$ cat src/rtl/hazard_ctrl_pkg.sv
// Shared constants, MDU state encoding and the per-operand hazard rule
// for the decode-stage hazard controller.
package hazard_ctrl_pkg;

   localparam int unsigned CNT_W     = 4;
   localparam logic [3:0]  MULT_LAT  = 4'd5;
   localparam logic [3:0]  DIV_LAT   = 4'd10;
   localparam logic [1:0]  TUSE_NONE = 2'd3;

   typedef enum logic [1:0] {
      MDU_IDLE = 2'd0,
      MDU_MULT = 2'd1,
      MDU_DIV  = 2'd2
   } mdu_state_e;

   // A source operand stalls when an in-flight writer of the same register
   // cannot deliver its result before D needs it; $0 is hard-wired zero.
   function automatic logic src_hazard(
      input logic [4:0] src,
      input logic [1:0] tuse,
      input logic       wr_e,
      input logic [4:0] dst_e,
      input logic [1:0] tnew_e,
      input logic       wr_m,
      input logic [4:0] dst_m,
      input logic [1:0] tnew_m
   );
      return (src != 5'd0) && (tuse != TUSE_NONE) &&
             ((wr_e && (dst_e == src) && (tnew_e > tuse)) ||
              (wr_m && (dst_m == src) && (tnew_m > tuse)));
   endfunction

endpackage

$ cat src/rtl/hazard_ctrl_if.sv
// Decode/execute/memory hazard signals grouped between the pipeline
// (master) and the hazard controller (slave).
interface hazard_ctrl_if;

   logic [4:0] rs_D;
   logic [4:0] rt_D;
   logic [1:0] tuse_rs_D;
   logic [1:0] tuse_rt_D;
   logic       md_op_D;
   logic [4:0] write_reg_E;
   logic [4:0] write_reg_M;
   logic       reg_write_E;
   logic       reg_write_M;
   logic [1:0] tnew_E;
   logic [1:0] tnew_M;
   logic       md_start_E;
   logic       md_div_E;
   logic       stall_F;
   logic       stall_D;
   logic       flush_E;
   logic       md_busy;
   logic       md_done;

   modport master (
      output rs_D, rt_D, tuse_rs_D, tuse_rt_D, md_op_D,
             write_reg_E, write_reg_M, reg_write_E, reg_write_M,
             tnew_E, tnew_M, md_start_E, md_div_E,
      input  stall_F, stall_D, flush_E, md_busy, md_done
   );

   modport slave (
      input  rs_D, rt_D, tuse_rs_D, tuse_rt_D, md_op_D,
             write_reg_E, write_reg_M, reg_write_E, reg_write_M,
             tnew_E, tnew_M, md_start_E, md_div_E,
      output stall_F, stall_D, flush_E, md_busy, md_done
   );

endinterface

$ cat src/rtl/hazard_ctrl_mdu_timer.sv
// Multiply/divide unit latency timer: tracks how long HI/LO stay invalid
// after a launch and pulses done when the result commits.
module mdu_timer
   import hazard_ctrl_pkg::*;
(
   input  logic clk,
   input  logic reset,
   input  logic start,
   input  logic is_div,
   output logic busy,
   output logic done
);

   mdu_state_e       r_state, w_state_nxt;
   logic [CNT_W-1:0] r_cnt,   w_cnt_nxt;
   logic             r_done,  w_done_nxt;

   always_ff @(posedge clk) begin
      // NOTE: non-blocking assignments so every register samples pre-edge values.
      if (reset) begin
         r_state <= MDU_IDLE;
         r_cnt   <= '0;
         r_done  <= 1'b0;
      end else begin
         r_state <= w_state_nxt;
         r_cnt   <= w_cnt_nxt;
         r_done  <= w_done_nxt;
      end
   end

   always_comb begin
      // NOTE: defaults first so no path through the case leaves a latch.
      w_state_nxt = r_state;
      w_cnt_nxt   = r_cnt;
      w_done_nxt  = 1'b0;
      case (r_state)
         MDU_IDLE: begin
            if (start) begin
               w_state_nxt = is_div ? MDU_DIV : MDU_MULT;
               w_cnt_nxt   = is_div ? DIV_LAT : MULT_LAT;
            end
         end
         MDU_MULT, MDU_DIV: begin
            // Saturate at zero; the last busy cycle is the one holding count 1.
            w_cnt_nxt = (r_cnt != '0) ? r_cnt - 1'b1 : '0;
            if (r_cnt <= 4'd1) begin
               w_state_nxt = MDU_IDLE;
               w_done_nxt  = 1'b1;
            end
         end
         default: begin
            w_state_nxt = MDU_IDLE;
            w_cnt_nxt   = '0;
         end
      endcase
   end

   assign busy = (r_state != MDU_IDLE);
   assign done = r_done;

endmodule

$ cat src/rtl/hazard_ctrl.sv
// Pipeline hazard controller: stalls F/D and bubbles E on unresolved
// register dependencies or on HI/LO access while the MDU is computing.
module hazard_ctrl
   import hazard_ctrl_pkg::*;
(
   input  logic          clk,
   input  logic          reset,
   hazard_ctrl_if.slave  io_hz
);

   logic w_rs_hz;
   logic w_rt_hz;
   logic w_md_hz;
   logic w_stall;
   logic w_md_busy;
   logic w_md_done;

   assign w_rs_hz = src_hazard(io_hz.rs_D, io_hz.tuse_rs_D,
                               io_hz.reg_write_E, io_hz.write_reg_E, io_hz.tnew_E,
                               io_hz.reg_write_M, io_hz.write_reg_M, io_hz.tnew_M);
   assign w_rt_hz = src_hazard(io_hz.rt_D, io_hz.tuse_rt_D,
                               io_hz.reg_write_E, io_hz.write_reg_E, io_hz.tnew_E,
                               io_hz.reg_write_M, io_hz.write_reg_M, io_hz.tnew_M);

   mdu_timer u_mdu_timer (
      .clk    (clk),
      .reset  (reset),
      .start  (io_hz.md_start_E),
      .is_div (io_hz.md_div_E),
      .busy   (w_md_busy),
      .done   (w_md_done)
   );

   // A launch still in E counts as busy so the following HI/LO op waits.
   assign w_md_hz = io_hz.md_op_D & (io_hz.md_start_E | w_md_busy);
   assign w_stall = ~reset & (w_rs_hz | w_rt_hz | w_md_hz);

   assign io_hz.stall_F = w_stall;
   assign io_hz.stall_D = w_stall;
   assign io_hz.flush_E = w_stall;
   assign io_hz.md_busy = w_md_busy;
   assign io_hz.md_done = w_md_done;

endmodule

$ cat src/flat_wrapper.sv
// flat-port wrapper written by rule: the top's interface ports become plain ports
module hazard_ctrl_flat import hazard_ctrl_pkg::*;
  (clk, reset, io_hz_rs_D, io_hz_rt_D, io_hz_tuse_rs_D, io_hz_tuse_rt_D, io_hz_md_op_D, io_hz_write_reg_E, io_hz_write_reg_M, io_hz_reg_write_E, io_hz_reg_write_M, io_hz_tnew_E, io_hz_tnew_M, io_hz_md_start_E, io_hz_md_div_E, io_hz_stall_F, io_hz_stall_D, io_hz_flush_E, io_hz_md_busy, io_hz_md_done);
  hazard_ctrl_if io_hz_i ();
  input  logic clk;
  input  logic reset;
  input wire logic [$bits(io_hz_i.rs_D)-1:0] io_hz_rs_D;
  input wire logic [$bits(io_hz_i.rt_D)-1:0] io_hz_rt_D;
  input wire logic [$bits(io_hz_i.tuse_rs_D)-1:0] io_hz_tuse_rs_D;
  input wire logic [$bits(io_hz_i.tuse_rt_D)-1:0] io_hz_tuse_rt_D;
  input wire logic [$bits(io_hz_i.md_op_D)-1:0] io_hz_md_op_D;
  input wire logic [$bits(io_hz_i.write_reg_E)-1:0] io_hz_write_reg_E;
  input wire logic [$bits(io_hz_i.write_reg_M)-1:0] io_hz_write_reg_M;
  input wire logic [$bits(io_hz_i.reg_write_E)-1:0] io_hz_reg_write_E;
  input wire logic [$bits(io_hz_i.reg_write_M)-1:0] io_hz_reg_write_M;
  input wire logic [$bits(io_hz_i.tnew_E)-1:0] io_hz_tnew_E;
  input wire logic [$bits(io_hz_i.tnew_M)-1:0] io_hz_tnew_M;
  input wire logic [$bits(io_hz_i.md_start_E)-1:0] io_hz_md_start_E;
  input wire logic [$bits(io_hz_i.md_div_E)-1:0] io_hz_md_div_E;
  output wire logic [$bits(io_hz_i.stall_F)-1:0] io_hz_stall_F;
  output wire logic [$bits(io_hz_i.stall_D)-1:0] io_hz_stall_D;
  output wire logic [$bits(io_hz_i.flush_E)-1:0] io_hz_flush_E;
  output wire logic [$bits(io_hz_i.md_busy)-1:0] io_hz_md_busy;
  output wire logic [$bits(io_hz_i.md_done)-1:0] io_hz_md_done;
  assign io_hz_i.rs_D = io_hz_rs_D;
  assign io_hz_i.rt_D = io_hz_rt_D;
  assign io_hz_i.tuse_rs_D = io_hz_tuse_rs_D;
  assign io_hz_i.tuse_rt_D = io_hz_tuse_rt_D;
  assign io_hz_i.md_op_D = io_hz_md_op_D;
  assign io_hz_i.write_reg_E = io_hz_write_reg_E;
  assign io_hz_i.write_reg_M = io_hz_write_reg_M;
  assign io_hz_i.reg_write_E = io_hz_reg_write_E;
  assign io_hz_i.reg_write_M = io_hz_reg_write_M;
  assign io_hz_i.tnew_E = io_hz_tnew_E;
  assign io_hz_i.tnew_M = io_hz_tnew_M;
  assign io_hz_i.md_start_E = io_hz_md_start_E;
  assign io_hz_i.md_div_E = io_hz_md_div_E;
  assign io_hz_stall_F = io_hz_i.stall_F;
  assign io_hz_stall_D = io_hz_i.stall_D;
  assign io_hz_flush_E = io_hz_i.flush_E;
  assign io_hz_md_busy = io_hz_i.md_busy;
  assign io_hz_md_done = io_hz_i.md_done;
  hazard_ctrl u_core (.clk(clk), .reset(reset), .io_hz(io_hz_i));
endmodule
$ cat config.mk
export PLATFORM = sky130hd
export DESIGN_NAME = hazard_ctrl_flat
export DESIGN_NICKNAME = d
export VERILOG_FILES = /design/src/rtl/hazard_ctrl_pkg.sv /design/src/rtl/hazard_ctrl_if.sv /design/src/rtl/hazard_ctrl_mdu_timer.sv /design/src/rtl/hazard_ctrl.sv /design/src/flat_wrapper.sv
export SDC_FILE = /design/constraint.sdc
export NUM_CORES = 1
export LEC_CHECK = 0
export ABC_AREA = 1
export CORE_MARGIN = 4
export CORE_UTILIZATION = 35
export DETAILED_ROUTE_END_ITERATION = 10
export MAX_ROUTING_LAYER = met4
export PLACE_DENSITY_LB_ADDON = 0.25
export SLEW_MARGIN = 0
export SYNTH_ARGS = -nofsm -noshare
export SYNTH_HDL_FRONTEND = slang
export SYNTH_SLANG_ARGS = --single-unit
export TNS_END_PERCENT = 100
$ cat constraint.sdc
create_clock -name clk -period 1.9 [get_ports clk]
set_input_delay 0.38 -clock clk [delete_from_list [all_inputs] [get_ports clk]]
set_output_delay 0.38 -clock clk [all_outputs]
set_load 0.01 [all_outputs]
==> Word-level counts from Yosys, hierarchy flattened <==
Cells that the tools add are included.
{ "op_classes": {"addsub": 1, "order_cmp": 5, "eq_ne": 10, "bitwise_logic": 7, "reduce_logical": 22, "n_mux": 9} }
{ "op_table": {"columns": ["op", "count"], "rows": [
  ["$eq A5 B5 Y1", 4],
  ["$logic_and A1 B1 Y1", 12],
  ["$mux W4", 3],
  ["$reduce_bool A5 Y1", 2],
  ["$gt A2 B2 Y1", 4],
  ["$ne A2 B2 Y1 const B", 4],
  ["$pmux W4 S2", 1],
  ["$mux W2", 3],
  ["$le A4 B1 Y1 const B", 1],
  ["$pmux W2 S2", 1],
  ["$reduce_bool A4 Y1", 1],
  ["$reduce_or A2 Y1", 2],
  ["$sub A4 B1 Y4 const B", 1],
  ["$or A1 B1 Y1", 3],
  ["$and A1 B1 Y1", 2],
  ["$eq A2 B1 Y1 const B", 1],
  ["$eq A2 B2 Y1 const B", 1],
  ["$logic_not A2 Y1", 1],
  ["$logic_or A1 B1 Y1", 2],
  ["$not A1 Y1", 2],
  ["$reduce_and A2 Y1", 1],
  ["$reduce_bool A2 Y1", 1],
  ["$mux W1", 1]
]} }
{ "word_totals": {"reg_bits": 7, "input_bits": 35, "output_inout_bits": 5} }

==> Logic depth before layout (Yosys ltp) <==
{ "depth": {"depth_word": 8, "depth_mapped": 14} }

==> By module <==
Synthesis repeated with hierarchy kept, for this count alone.
{ "hier_totals": {"hier_cells": 171, "area_unflattened_um2": 1001.0} }
{ "modules_own_cells": {"columns": ["mod", "area_per_inst_um2", "instances", "cells_each", "seq_area_each_um2"], "rows": [
  ["hazard_ctrl", 611.8, 1, 115, 0.0],
  ["mdu_timer", 389.1, 1, 56, 140.1]
]} }

==> Worst setup path before layout <==
Ideal clock, no wire load.
{ "synth_timing": {"kind": "input-to-output", "from": "input io_hz_tuse_rs_D[1]", "to": "output io_hz_stall_D", "path_stages": 14, "slack_ps": 40, "path_buffers": 1, "t_required_ps": 1520, "arrival_time_ps": 1480, "cell_sequence": "inv_1 > ha_1 > nand2_1 > inv_1 > nor2_1 > nand2_1 > nor2_1 > nand2_1 > nand2_1 > nand2_1 > nand3_2 > nand2_1 > inv_1 > buf_4"} }
{ "synth_between": {"elab_chain_cells": 7, "elab_cells_between_ends": 11} }
{ "synth_lines": {"columns": ["item", "line", "source"], "rows": [
  ["start: declaration", "flat_wrapper.sv:9", "input wire logic [$bits(io_hz_i.tuse_rs_D)-1:0] io_hz_tuse_rs_D;"],
  ["$gt A2 B2 Y1, on equally long branches", "hazard_ctrl_pkg.sv:29, hazard_ctrl_pkg.sv:30", null],
  ["$logic_and A1 B1 Y1, on equally long branches", "hazard_ctrl_pkg.sv:29, hazard_ctrl_pkg.sv:30", null],
  ["$logic_or A1 B1 Y1", "hazard_ctrl_pkg.sv:29", "((wr_e && (dst_e == src) && (tnew_e > tuse)) ||"],
  ["$logic_and A1 B1 Y1 *", "hazard_ctrl_pkg.sv:28", "return (src != 5'd0) && (tuse != TUSE_NONE) &&"],
  ["$or A1 B1 Y1 * (2 in a row)", "hazard_ctrl.sv:36", "assign w_stall = ~reset & (w_rs_hz | w_rt_hz | w_md_hz);"],
  ["$and A1 B1 Y1 *", "hazard_ctrl.sv:36", null],
  ["end: declaration", "flat_wrapper.sv:21", "output wire logic [$bits(io_hz_i.stall_D)-1:0] io_hz_stall_D;"]
]} }
Mark *: on every way between the ends. The rest lies on a longest branch, timed or not.

==> Worst setup path in the final report <==
{ "layout_timing": {"from": "input io_hz_tuse_rs_D[1]", "to": "output io_hz_flush_E"} }
{ "layout_between": {"elab_chain_cells": 7, "elab_cells_between_ends": 11} }
{ "layout_lines": {"columns": ["item", "line", "source"], "rows": [
  ["$gt A2 B2 Y1, on equally long branches", "hazard_ctrl_pkg.sv:29, hazard_ctrl_pkg.sv:30", null],
  ["$logic_and A1 B1 Y1, on equally long branches", "hazard_ctrl_pkg.sv:29, hazard_ctrl_pkg.sv:30", null],
  ["$logic_or A1 B1 Y1", "hazard_ctrl_pkg.sv:29", null],
  ["$logic_and A1 B1 Y1 *", "hazard_ctrl_pkg.sv:28", null],
  ["$or A1 B1 Y1 * (2 in a row)", "hazard_ctrl.sv:36", null],
  ["$and A1 B1 Y1 *", "hazard_ctrl.sv:36", null],
  ["end: declaration", "flat_wrapper.sv:22", "output wire logic [$bits(io_hz_i.flush_E)-1:0] io_hz_flush_E;"]
]} }
Marks and branches as above.

==> flow_metrics.py <==
metrics = {
    "setup_path": {
        "path_class": "in2out",
        "critPathBufInv": 5,
        "crit_family": "simple AND/OR/NAND/NOR gates",
        "timing.rr.start": "u_core.u_mdu_timer.r_state[0]$_SDFFE_PP0P_",
        "slowest_delay_ns": 0.26,
        "crit_required_ns": 1.52,
        "end_kind": "primary output",
        "critPathMaxFanout": 3,
        "cp_data_arrival_time_ns": 1.55,
        "critPathSlowestCell": "ha_4",
        "path_cells": "buf_6 -> inv_4 -> ha_4 -> inv_1 -> o21bai_1 -> nand2_1 -> nor2_1 -> nand2_1 -> nand2_1 -> nand2_1 -> nand3_2 -> nand2_2 -> inv_2 -> buf_6",
        "r2r_cells": 8,
        "reg2reg_slack_ns": 0.52,
        "start_kind": "primary input",
        "r2r_end": "u_core.u_mdu_timer.r_cnt[2]$_SDFFE_PP0P_",
        "cpMostUsedCell": "nand2_1",
    },
    "cts": {
        "cts_buffers": 3,
        "htree_num_levels": 1,
        "ctsRootBufferMaster": "clkbuf_4",
        "clkTransAtPathRegs_ns": 0.06,
        "cts_sinks": 7,
        "clk_latency_ns": 0.25,
        "ctsHoldBuffers": 0,
        "ctsLongestPathBuffers": 2,
        "cts_tree": "built",
    },
    "drt": {
        "vias_per_cell": 4.554,
        "wirelength_um": 2530,
        "vias": 1143,
        "drtAntennaViolNets": 0,
        "drt_iter0_markers": 31,
        "first_pass_iters": 4,
        "routedWlPerCell_um": 10.08,
        "drcViolationCount": 0,
    },
    "yosys": {
        "yosysWarnings": 0,
        "syn_area_per_cell_um2": 5.699,
        "netlist_instances": 173,
        "synth.top_cell.area_share_pct": 22.46,
        "synth_edf_count": 0,
        "async_flop_share_pct": 0,
        "syn_nets": 218,
        "synth_cell_types": 21,
        "synthTopCellsByArea": "nand2_1, dfxtp_1, ha_1",
        "synth_area_leader_cell": "nand2_1",
        "synth_common_cells": "nand2_1, inv_1, nor2_1",
        "yosys_most_used_dff": "dfxtp_1",
        "synth.most_common_cell": "nand2_1",
        "yosysSeqAreaShare_pct": 14.21,
        "synth_seq_cells": 7,
        "syn_area_um2": 985.9,
    },
    "status": {
        "violations": "setup timing",
        "status": "finished, violations left",
    },
    "timing": {
        "setup_tns_ns": -0.09486,
        "fmax_mhz": 517.5,
        "final-max-slew-violation-count": 0,
        "setup_viol": 3,
        "slew_headroom_pct": 83.17,
        "layout_min_cycle_time_ns": 1.932,
        "rsz0062_at_grt": "true",
        "period_share_pct": 101.7,
        "finalClockSkew_ns": 0.007799,
        "fin_ws_ns": -0.03219,
        "hold_viol": 0,
        "worstMarginPinSlew_ns": 0.2515,
    },
    "finish": {
        "final_area_um2": 1573,
        "seqCellArea_um2": 140.1,
        "fin_cells": 251,
        "multiInputGateArea_um2": 808.3,
        "diodes": 0,
        "syn_to_final_growth_pct": 59.52,
        "n_fill_cell": 249,
        "drive_gt1_share_pct": 20.81,
        "nNetsFinal": 267,
    },
    "run": {
        "drv_cap": 0,
    },
    "min_path": {
        "hp-start": "u_core.u_mdu_timer.r_cnt[2]$_SDFFE_PP0P_",
        "min_to": "u_core.u_mdu_timer.r_cnt[2]$_SDFFE_PP0P_",
        "min_path_type": "reg2reg",
        "holdPathStages": 2,
    },
    "die": {
        "core_um2": 2590,
        "ios": 40,
        "initial_core_util_pct": 38.07,
        "rows": 18,
        "dieArea_um2": 3730,
        "die_h_um": 61.08,
        "die_width_um": 61.08,
    },
    "grt": {
        "grt_pass1_vias": 1080,
        "grt_overflow": 0,
        "antenna_found_initial": 0,
        "grt_max_degree": 7,
        "grt_pass1_wl_um": 4333,
        "grt_use_total_pct": 15.74,
    },
    "placement": {
        "dp.cells": 247,
        "place.gp.congestion": 0.8989,
        "hpwl_um": 2116,
        "numPortBuffers": 39,
        "post_dp_cell_area_um2": 1451,
    },
    "power_and_ir_drop": {
        "powerDensity_nw_per_um2": 648.0,
        "peakVddDrop_uv": 751.1,
        "leakage_nw": 0.8305,
    },
}
## cell families after synthesis
family          after synthesis  synth area share, %
xor+xnor                     13                11.55
buf+inv                      37                14.85
simple gates                 86                35.03
fa+ha+maj                    10                12.69
compound gates               20                11.68
flops                         7                14.21
## per-layer routing
layer	vias to the layer above	share of wire [%]	global-route usage (%)
met5	-	0	-
met4	0	1.1	4.644
met3	5	5.1	1.258
met2	30	48	26.89
met1	483	45	19.67
li1	625	-	-
## worst max-delay path by stage
stage / start / endpoint / slack, ns / cells past startpoint
2_1_floorplan: io_hz_tuse_rs_D[1] / io_hz_stall_D / 0.04 / 14
3_3_place_gp: io_hz_tuse_rs_D[1] / io_hz_flush_E / -0.89 / 14
3_5_place_dp: io_hz_tuse_rt_D[1] / io_hz_stall_D / -0.91 / 15
4_1_cts: io_hz_tuse_rt_D[1] / io_hz_stall_D / -0.05 / 14
5_1_grt: io_hz_tuse_rt_D[1] / io_hz_stall_D / -0.17 / 14
6_report: io_hz_tuse_rs_D[1] / io_hz_flush_E / -0.03 / 14
## tightest hold or removal path, cell delays in order, from the launching register on
cell and delay (ns):
dfxtp_1 0.31, o21ai_0 0.06, a21oi_1 0.06
## where the power goes
group          internal [mW]  switching (mW)  total [mW]  leakage [nW]
clock network         0.0804          0.0576       0.138        0.0150
registers              0.206          0.0436       0.250        0.0577
logic                  0.305           0.327       0.631         0.758
## sequential cells by signal, indices dropped and copies added (netlist names)
| signal | flops |
|---|---|
| u_core.u_mdu_timer.r_state | 2 |
| u_core.u_mdu_timer.done | 1 |
| u_core.u_mdu_timer.r_cnt | 4 |
## cells in the final DEF, fill, tap and decap left out, types with 2 or more instances in the layout
master	synthesis	final
ha_1	10	2
nand2_2	1	3
ha_4	0	8
buf_2	0	2
inv_2	5	8
dfxtp_1	7	7
o21bai_1	3	3
inv_1	30	24
xor2_1	8	8
a21oi_1	8	8
xnor2_1	5	5
nor2_1	19	19
nand3_1	3	3
inv_4	0	2
dlygate4sd2_1	0	23
buf_6	0	8
o21ai_1	2	2
clkbuf_4	0	3
buf_4	2	7
o21ai_0	4	4
clkdlybuf4s50_1	0	5
nand2_1	59	57
nor3_1	2	2
## metrics by stage
stage | util, % | hold slack, ns | setup slack (ns) | power (mW)
finish | 60.72 | 0.4701 | -0.03219 | 1.019
global route | 60.72 | 0.5113 | -0.1680 | 1.123
CTS | 59.90 | 0.4793 | -0.04662 | 1.010
detailed placement | 56.04 | 0.4712 | -0.9088 | 0.8736
global placement | 56.04 | 0.4713 | -0.8934 | 0.8727
floorplan | - | 0.4435 | 0.04025 | 0.6088
## repair_timing
item                       CTS  global route
gates resized for setup     95             5
setup buffers                0             0
setup endpoints to repair    4             3
cloned                       0             0
pin swaps                   29             7
## final cells by class
| cell class | count | area share [%] |
|---|---|---|
| Multi-Input combinational cell | 129 | 51.39 |
| Timing Repair Buffer | 46 | 26.65 |
| Tap cell | 30 | 2.387 |
| Clock buffer | 4 | 1.671 |
| Inverter | 35 | 8.990 |
| Sequential cell | 7 | 8.910 |
Power figures use the tool's default switching activity.
